==> src/rtl/regfile_pkg.sv <==
// Shared register-file constants and types used by the write arbiter,
// the register file and the decode stage.
package regfile_pkg;

   localparam int DATA_W     = 8;
   localparam int REG_ADDR_W = 2;
   localparam int NUM_REGS   = 2 ** REG_ADDR_W;

   typedef logic [REG_ADDR_W-1:0] reg_idx_t;
   typedef logic [DATA_W-1:0]     reg_data_t;

   function automatic logic [NUM_REGS-1:0] reg_onehot(input reg_idx_t r);
      return NUM_REGS'(1) << r;
   endfunction

endpackage

==> src/rtl/regfile_write_arbiter_if.sv <==
// Write-back request bus between the requesters and the arbiter, plus the
// registered write port and hazard mask the arbiter drives.
interface regfile_write_arbiter_if #(parameter int NUM_REQ = 3);
   import regfile_pkg::*;

   logic                         hold;
   logic [NUM_REQ-1:0]           req_valid;
   logic [NUM_REQ*REG_ADDR_W-1:0] req_reg;
   logic [NUM_REQ*DATA_W-1:0]    req_data;
   logic [NUM_REQ-1:0]           req_ready;
   logic                         write;
   reg_idx_t                     write_reg;
   reg_data_t                    write_data;
   logic [NUM_REGS-1:0]          pending_mask;

   modport master (
      output hold, req_valid, req_reg, req_data,
      input  req_ready, write, write_reg, write_data, pending_mask
   );

   modport slave (
      input  hold, req_valid, req_reg, req_data,
      output req_ready, write, write_reg, write_data, pending_mask
   );

endinterface

==> src/rtl/rr_arbiter.sv <==
// Round-robin grant over NUM_REQ requesters; the scan starts at rr_ptr, which
// advances to one past the winner only when a grant is actually issued.
module rr_arbiter #(
   parameter  int NUM_REQ = 3,
   localparam int IDX_W   = (NUM_REQ > 1) ? $clog2(NUM_REQ) : 1
) (
   input  logic               clk,
   input  logic               rst_b,
   input  logic [NUM_REQ-1:0] req,
   input  logic               en,
   output logic [NUM_REQ-1:0] grant,
   output logic [IDX_W-1:0]   grant_idx,
   output logic               grant_valid
);

   logic [IDX_W-1:0] rr_ptr_q;
   logic [IDX_W-1:0] rr_ptr_d;
   int               idx;

   always_comb begin
      grant       = '0;
      grant_idx   = '0;
      grant_valid = 1'b0;
      idx         = 0;
      if (en) begin
         for (int k = 0; k < NUM_REQ; k++) begin
            idx = int'(rr_ptr_q) + k;
            if (idx >= NUM_REQ) idx = idx - NUM_REQ;
            if (!grant_valid && req[idx]) begin
               grant[idx]  = 1'b1;
               grant_idx   = IDX_W'(idx);
               grant_valid = 1'b1;
            end
         end
      end
   end

   always_comb begin
      rr_ptr_d = rr_ptr_q;
      if (grant_valid) begin
         rr_ptr_d = (grant_idx == IDX_W'(NUM_REQ - 1)) ? '0 : grant_idx + IDX_W'(1);
      end
   end

   always_ff @(posedge clk or negedge rst_b) begin
      if (!rst_b) rr_ptr_q <= '0;
      else        rr_ptr_q <= rr_ptr_d;
   end

endmodule

==> src/rtl/regfile_write_arbiter.sv <==
// Shares the single register-file write port among NUM_REQ write-back sources
// through a registered output stage, and publishes the in-flight target mask.
module regfile_write_arbiter
   import regfile_pkg::*;
#(
   parameter int NUM_REQ = 3
) (
   input  logic                    clk,
   input  logic                    reset,
   regfile_write_arbiter_if.slave  bus
);

   localparam int IDX_W = (NUM_REQ > 1) ? $clog2(NUM_REQ) : 1;

   logic [NUM_REQ-1:0] grant;
   logic [IDX_W-1:0]   grant_idx;
   logic               grant_valid;
   logic               arb_en;

   logic      write_q,      write_d;
   reg_idx_t  write_reg_q,  write_reg_d;
   reg_data_t write_data_q, write_data_d;

   // Gating on reset keeps req_ready low while reset is asserted, not just after.
   assign arb_en = reset && !bus.hold;

   rr_arbiter #(.NUM_REQ(NUM_REQ)) u_rr_arbiter (
      .clk         (clk),
      .rst_b       (reset),
      .req         (bus.req_valid),
      .en          (arb_en),
      .grant       (grant),
      .grant_idx   (grant_idx),
      .grant_valid (grant_valid)
   );

   always_comb begin
      write_d      = grant_valid;
      write_reg_d  = write_reg_q;
      write_data_d = write_data_q;
      if (grant_valid) begin
         write_reg_d  = bus.req_reg[int'(grant_idx)*REG_ADDR_W +: REG_ADDR_W];
         write_data_d = bus.req_data[int'(grant_idx)*DATA_W +: DATA_W];
      end
   end

   always_ff @(posedge clk or negedge reset) begin
      if (!reset) begin
         write_q      <= 1'b0;
         write_reg_q  <= '0;
         write_data_q <= '0;
      end else begin
         write_q      <= write_d;
         write_reg_q  <= write_reg_d;
         write_data_q <= write_data_d;
      end
   end

   assign bus.req_ready    = grant;
   assign bus.write        = write_q;
   assign bus.write_reg    = write_reg_q;
   assign bus.write_data   = write_data_q;
   assign bus.pending_mask = write_q ? reg_onehot(write_reg_q) : '0;

endmodule

==> src/flat_wrapper.sv <==
// flat-port wrapper written by rule: the top's interface ports become plain ports
module regfile_write_arbiter_flat import regfile_pkg::*;
#(
   parameter int NUM_REQ = 3
)
  (clk, reset, bus_hold, bus_req_valid, bus_req_reg, bus_req_data, bus_req_ready, bus_write, bus_write_reg, bus_write_data, bus_pending_mask);
  regfile_write_arbiter_if #(.NUM_REQ(NUM_REQ)) bus_i ();
  input  logic clk;
  input  logic reset;
  input wire logic [$bits(bus_i.hold)-1:0] bus_hold;
  input wire logic [$bits(bus_i.req_valid)-1:0] bus_req_valid;
  input wire logic [$bits(bus_i.req_reg)-1:0] bus_req_reg;
  input wire logic [$bits(bus_i.req_data)-1:0] bus_req_data;
  output wire logic [$bits(bus_i.req_ready)-1:0] bus_req_ready;
  output wire logic [$bits(bus_i.write)-1:0] bus_write;
  output wire logic [$bits(bus_i.write_reg)-1:0] bus_write_reg;
  output wire logic [$bits(bus_i.write_data)-1:0] bus_write_data;
  output wire logic [$bits(bus_i.pending_mask)-1:0] bus_pending_mask;
  assign bus_i.hold = bus_hold;
  assign bus_i.req_valid = bus_req_valid;
  assign bus_i.req_reg = bus_req_reg;
  assign bus_i.req_data = bus_req_data;
  assign bus_req_ready = bus_i.req_ready;
  assign bus_write = bus_i.write;
  assign bus_write_reg = bus_i.write_reg;
  assign bus_write_data = bus_i.write_data;
  assign bus_pending_mask = bus_i.pending_mask;
  regfile_write_arbiter #(.NUM_REQ(NUM_REQ)) u_core (.clk(clk), .reset(reset), .bus(bus_i));
endmodule
==> config.mk <==
export PLATFORM = sky130hd
export DESIGN_NAME = regfile_write_arbiter_flat
export DESIGN_NICKNAME = d
export VERILOG_FILES = /design/src/rtl/regfile_pkg.sv /design/src/rtl/regfile_write_arbiter_if.sv /design/src/rtl/rr_arbiter.sv /design/src/rtl/regfile_write_arbiter.sv /design/src/flat_wrapper.sv
export SDC_FILE = /design/constraint.sdc
export NUM_CORES = 1
export LEC_CHECK = 0
export ABC_AREA = 1
export CAP_MARGIN = 20
export CORE_ASPECT_RATIO = 0.8
export CORE_MARGIN = 4
export CORE_UTILIZATION = 40
export CTS_BUF_LIST = sky130_fd_sc_hd__clkbuf_8
export DETAILED_ROUTE_END_ITERATION = 8
export GPL_TIMING_DRIVEN = 0
export PLACE_DENSITY = 0.73
export SYNTH_ARGS = -nofsm -noshare
export SYNTH_HDL_FRONTEND = slang
export SYNTH_HIERARCHICAL = 1
export SYNTH_SLANG_ARGS = --single-unit
==> constraint.sdc <==
create_clock -name clk -period 5.05 [get_ports clk]
set_input_delay 0.505 -clock clk [delete_from_list [all_inputs] [get_ports clk]]
set_output_delay 0.505 -clock clk [all_outputs]
set_load 0.005 [all_outputs]
==> qor.txt, run 1 <==
Initial Util -> 0.425
ANT nets after route -> 0
Hold Slack -> 0.513 ns
Post-Synth Adder-Cell Area -> 0.0376
static leakage -> 0.999 nW
Final Wtd Congestion -> 0.857
first-pass GRT wire length -> 5.60 mm
area grow syn2layout -> 47.0%
TritonCTS buffer count -> 3
total wire length -> 3.43 mm
# fillers -> 310
largest net degree at the start of global routing -> 15
sequential element share of the synthesized area -> 0.244
GR Layer Usage met3 -> 0.0356
CTS tree -> built
RR Endpoint -> u_core/bus.write_data[4]
port bufs -> 53
Synth Net Count -> 240
period utilisation layout -> 0.616
initial antenna violation count -> 0
Yosys cell types -> 23
skew final -> 0.00479 ns
Hold Startpoint -> u_core/bus.write_data[3]
Starting DRT DRC Count -> 47
std cell rows -> 18
CP endpoint -> bus_req_ready[0]
share of cells above drive strength 1 -> 0.222
vias in the first global route -> 1231
TritonRoute pass-1 iters -> 4
I/O Pins -> 54
Layout Cells excl Fill -> 297
Critical R2R Launch -> u_core/u_rr_arbiter/rr_ptr_q[0]
Async SR Flop Fraction -> 1.00
area share of and/or/nand/nor cells after synthesis -> 0.414
Sink Count -> 13
Synth Area in XOR/XNOR -> 0
PD cells -> 478 nW/um^2
multi-input logic area -> 762 um^2
Post-CTS Setup Inserts -> 0
post-layout min period -> 3.11 ns
clock-pin slew on the worst setup and hold paths -> 0.06 ns
CP Class -> input pin to output pin
max-slew violations -> 0
Worst Path Required -> 4.55 ns
post-synthesis compound-gate area fraction -> 0.120
Die Footprint -> 4320 um^2
multiplexer share of the synthesized area -> 0
Die H -> 59.6 um
clk_lat worst skew -> 0.24 ns
CTS H-tree lvls -> 1
slew of the pin with the lowest slew margin -> 0.621 ns
global-route track usage on met2 -> 0.261
Gate Count Post-Synth -> 200
Post-synth EDFFs -> 0
Via density -> 4.62
Die Wd -> 72.5 um
CTS Hold Bufs -> 0
# nets final -> 298
Final Hold Violating Endpoints -> 0
Max-slew headroom -> 0.585
WP data arrival -> 2.61 ns
Hold WC Path Type -> flip-flop to flip-flop
worst vdd ir -> 254 uV
outcome -> finished, final reports clean
max reg flops -> 8
Final Core Density -> 0.625
cell taking the most area after synthesis -> dfrtp_1
largest family of logic cells by synthesized area -> simple AND/OR/NAND/NOR gates
CP startpoint -> reset
syn avg cell area -> 6.66 um^2
dominant synthesized flop cell -> dfrtp_1
FF/Latch Area -> 325 um^2
Most Crowded Layer GR -> met2
GRT Residual Overflow -> 0
Synth area leaders -> dfrtp_1 (24%), nand2_1 (14%), nand3_2 (11%), inv_1 (9.9%), a21oi_2 (6.6%)
worst reg-to-reg path cell count -> 15
Fmax -> 321 MHz
post_cts resized -> 0
Crit Path Max Fanout -> 14
Global Route Usage Sum -> 0.164
Core Area -> 3130 um^2
R2R setup slack -> 2.76 ns
Clock Path Buffers -> 2
most frequent cells after synthesis -> nand2_1 (50), inv_1 (35), nor2_1 (16), inv_2 (15), nand3_2 (15)
top-count cell post-synth -> nand2_1
yosys synthesis warning count -> 6
root buf cell -> clkbuf_8
crit start category -> input pin
pre-CTS setup slack -> 1.88 ns
Final setup viols -> 0
Seq cells post-synth -> 13
DR vias -> 1373
CP Capture Type -> output pin
antenna fix cells -> 0
final worst setup slack -> 1.94 ns
setup TNS -> 0 ns
cell area after synthesis -> 1330 um^2
post-synth top area share -> 0.244
max-cap violations -> 0
placed cell count -> 293
HPWL after DPL -> 2.81 mm
RSZ-0062 raised after global routing -> no
mean routed wirelength per cell -> 11.5 um
met1 Usage GRT -> 0.232
detailed-route DRC error count -> 0
[cell usage in the layout (no fill, tap or decap), types with 10 or more instances in the layout]
| cell | n |
|---|---|
| a21oi_2 | 10 |
| clkdlybuf4s50_1 | 53 |
| dfrtp_1 | 13 |
| inv_1 | 36 |
| inv_2 | 15 |
| nand2_1 | 50 |
| nand3_1 | 14 |
| nand3_2 | 15 |
| nor2_1 | 16 |
[where the power goes]
part,total (mW),leakage [nW],switching [mW],internal (mW)
Clock,0.0890,0.0269,0.0355,0.0535
Sequential,0.189,0.147,0.0353,0.153
Combinational,0.657,0.824,0.370,0.287
Total,0.935,0.999,0.441,0.494
[kinds of logic (layout without fill, tap and decap cells)]
logic type | count (synthesis) | count (layout)
AO/OA/AOI/OAI | 20 | 20
AND/OR/NAND/NOR | 106 | 106
flip-flops | 13 | 13
adder cells (fa/ha/maj) | 4 | 4
buffers and inverters | 57 | 114
[through the flow]
step / power, mW / cell area, um^2
finish: 0.935 / 1960
global route: 1.03 / 1960
CTS: 0.940 / 1960
detailed placement: 0.848 / 1910
global placement: 0.837 / 1910
floorplan: 0.627 / 1330
[routing by layer]
metal	vias to the layer above	wire (um)	part of all wire
met4	0	42	0.012
li1	722	-	-
met2	44	1580	0.46
met3	4	216	0.063
met1	603	1590	0.46
met5	-	0	0
[critical path, cell delays in order]
cell and delay, ns:
clkdlybuf4s50_1 0.86, inv_1 0.08, nor2_1 0.31, inv_1 0.16, a31oi_1 0.17, clkdlybuf4s50_1 0.52
[how the worst min path moves through the flow]
stage / end / cells after the start / slack [ns]
after floorplan: u_core/bus.write / 0 / 0.21
after global placement: u_core/bus.write_data[0] / 2 / 0.49
after detailed placement: u_core/bus.write_data[2] / 2 / 0.50
after CTS: u_core/bus.write_data[3] / 2 / 0.51
after global routing: u_core/bus.write_data[1] / 2 / 0.55
final: u_core/bus.write_data[3] / 2 / 0.51
[layout make-up]
cell class / count / area share
Sequential cell: 13 / 0.166
Multi-Input combinational cell: 130 / 0.389
Inverter: 50 / 0.0959
Buffer: 7 / 0.0288
Clock buffer: 3 / 0.0211
Clock inverter: 1 / 0.00192
Tap cell: 40 / 0.0256
Timing Repair Buffer: 53 / 0.271
Power figures use the tool's default switching activity.
==> inputs of run 2 (changes only) <==
- PLACE_DENSITY: 0.73 -> 0.76
- clock period: 5.05 -> 2.6 ns (I/O delays scaled with it)
==> run 2 against run 1 <==
- first-iteration DRC count is 72% higher
- clock power rose by 94%
- critical path depth is 4 higher
- global-route usage shrank 0.30 points
- sequential cell count is the same
- total power is 100% higher
- die area is the same
- non-clock buffer count is 4 higher
- via count is 2.0% lower
- final cell count grew 1.3%
- setup slack lost 1.8 ns
- largest cell class unchanged
==> qor.txt, run 2 (synthesized netlist as in run 1, its figures left out) <==
Via density -> 4.47 (-3.3%)
Sink Count -> 13 (unchanged)
PD cells -> 942 nW/um^2 (+97%)
ANT nets after route -> 0 (unchanged)
Die Wd -> 72.5 um (unchanged)
Most Crowded Layer GR -> met2
GR Layer Usage met3 -> 0.0271 (-0.00847)
WP data arrival -> 2.25 ns (-0.36 ns)
pre-CTS setup slack -> -0.117 ns (-2.00 ns)
clock-pin slew on the worst setup and hold paths -> 0.05 ns (about the same)
Die Footprint -> 4320 um^2 (unchanged)
CTS H-tree lvls -> 1 (unchanged)
slew of the pin with the lowest slew margin -> 0.627 ns (+0.00585 ns)
Final Wtd Congestion -> 0.870 (+1.6%)
clock group share of total power -> 0.092 (-0.003)
Final setup viols -> 0 (unchanged)
met1 Usage GRT -> 0.218 (-0.0137)
Hold WC Path Type -> input pin to async pin
post-route cell area -> 2000 um^2 (+2.4%)
setup TNS -> 0 ns (unchanged)
most common cell after layout, fill and taps aside -> clkdlybuf4s50_1
TritonRoute pass-1 iters -> 4 (unchanged)
Final Core Density -> 0.640 (+0.0148)
Combinational Power Share -> 0.719 (+0.016)
Starting DRT DRC Count -> 81 (+72%)
outcome -> finished, final reports clean
worst reg-to-reg path cell count -> 17 (+2)
max-cap violations -> 0 (unchanged)
CP max stage delay -> 0.51 ns (-0.35 ns)
CP cell instances -> inv_1, ha_1, buf_6, inv_2, nand2_1, nand3_2, nand2_4, nand4_1, a21oi_2, clkdlybuf4s50_1
Initial Util -> 0.425 (unchanged)
area grow syn2layout -> 50.5%
Clock Path Buffers -> 2 (unchanged)
vias in the first global route -> 1202 (-2.4%)
CTS Hold Bufs -> 0 (unchanged)
Seq pwr share -> 0.189 (-0.013)
# fillers -> 293 (-5.5%)
worst vdd ir -> 509 uV (+100%)
max-slew violations -> 0 (unchanged)
total wire length -> 3.36 mm (-2.1%)
Worst Path Required -> 2.34 ns (-2.21 ns)
global-route track usage on met2 -> 0.266 (+0.00519)
Max-slew headroom -> 0.582 (-0.00260)
Switching Share -> 0.461 (-0.0108)
root buf cell -> clkbuf_8
final worst setup slack -> 0.0893 ns (-1.85 ns)
std cell rows -> 18 (unchanged)
CTS tree -> built
commonest cells after routing, fill and taps aside -> clkdlybuf4s50_1 (50), nand2_1 (49), inv_1 (36)
Die H -> 59.6 um (unchanged)
Global Route Usage Sum -> 0.161 (-0.00305)
DR vias -> 1345 (-2.0%)
slowest stage cell, crit path -> clkdlybuf4s50_1
max reg flops -> 8 (unchanged)
mean routed wirelength per cell -> 11.2 um (-3.4%)
Tot Pwr -> 1.89 mW (+100%)
GRT Residual Overflow -> 0 (unchanged)
Final Hold Violating Endpoints -> 0 (unchanged)
period utilisation layout -> 0.966
port bufs -> 53 (unchanged)
R2R setup slack -> 0.31 ns (-2.45 ns)
I/O Pins -> 54 (unchanged)
CP Class -> flip-flop to output pin
HPWL after DPL -> 2.68 mm (-4.6%)
cell internal pwr -> 1.02 mW (+110%)
antenna fix cells -> 0 (unchanged)
Crit Path Max Fanout -> 8 (-6)
static leakage -> 1.05 nW (+5.5%)
CP Capture Type -> output pin
net switching power -> 869 uW (+97%)
detailed-route DRC error count -> 0 (unchanged)
skew final -> 0.00458 ns (-0.000205 ns)
# nets final -> 302 (+1.3%)
crit start category -> flip-flop
clk_lat worst skew -> 0.24 ns (about the same)
Fmax -> 398 MHz
initial antenna violation count -> 0 (unchanged)
first-pass GRT wire length -> 5.42 mm (-3.2%)
share of cells above drive strength 1 -> 0.245 (+0.0234)
DP Area -> 1910 um^2 (unchanged)
Core Area -> 3130 um^2 (unchanged)
TritonCTS buffer count -> 3 (unchanged)
largest net degree at the start of global routing -> 15 (unchanged)
post-layout min period -> 2.51 ns
## run 2: power groups by stage
| stage | combinational (mW) | sequential (mW) | clock, mW |
|---|---|---|---|
| 6_report | 1.36 | 0.358 | 0.173 |
| 3_5_place_dp | 1.27 | 0.368 | 0 |
| 2_1_floorplan | 0.850 | 0.367 | 0 |
| 4_1_cts | 1.31 | 0.359 | 0.182 |
| 5_1_grt | 1.50 | 0.373 | 0.196 |
| 3_3_place_gp | 1.25 | 0.363 | 0 |
## run 2: through the flow
stage	hold slack, ns	instances
finish	0.141	301
global route	0.188	301
CTS	0.152	299
detailed placement	0.499	293
global placement	0.493	293
floorplan	-0.0356	200
## run 2: layout make-up
| type | count | area, um^2 | share of cell area |
|---|---|---|---|
| inverters | 50 | 188 | 0.0937 |
| well taps | 40 | 50.0 | 0.0250 |
| clock buffers | 3 | 41.3 | 0.0206 |
| plain buffers | 7 | 60.1 | 0.0300 |
| repair buffers | 57 | 564 | 0.282 |
| multi-input cells | 130 | 771 | 0.385 |
| clock inverters | 1 | 3.75 | 0.00187 |
| flip-flops and latches | 13 | 325 | 0.162 |
## run 2: timing repair
item,in CTS,in global routing
hold endpoints to repair,0,0
buffers inserted,2,2
pin swaps,0,3
setup endpoints to repair,3,3
resized for setup,3,4
## run 2: worst paths after layout
| check | end | start |
|---|---|---|
| worst min register to register | u_core/bus.write_data[7] | u_core/bus.write_data[7] |
| worst min-delay path | u_core/bus.write_data[3] | reset |
| worst max-delay path | bus_req_ready[2] | u_core/u_rr_arbiter/rr_ptr_q[0] |
| max in group asynchronous | u_core/u_rr_arbiter/rr_ptr_q[1] | reset |
| min in group clk | u_core/bus.write_data[7] | u_core/bus.write_data[7] |
| worst max register to register | u_core/bus.write_data[0] | u_core/u_rr_arbiter/rr_ptr_q[0] |
## run 2: critical path: cells and delay by family, from the launching register on
kind | cells | cell delay, ns
buf+inv | 4 | 0.76
simple gates | 4 | 0.44
flops | 1 | 0.35
fa+ha+maj | 1 | 0.29
compound gates | 1 | 0.16
## run 2: routing by layer
metal,vias to the layer above,wire [um]
li1,735,-
met1,568,1500
met2,40,1640
met3,2,179
met4,0,31
met5,-,0
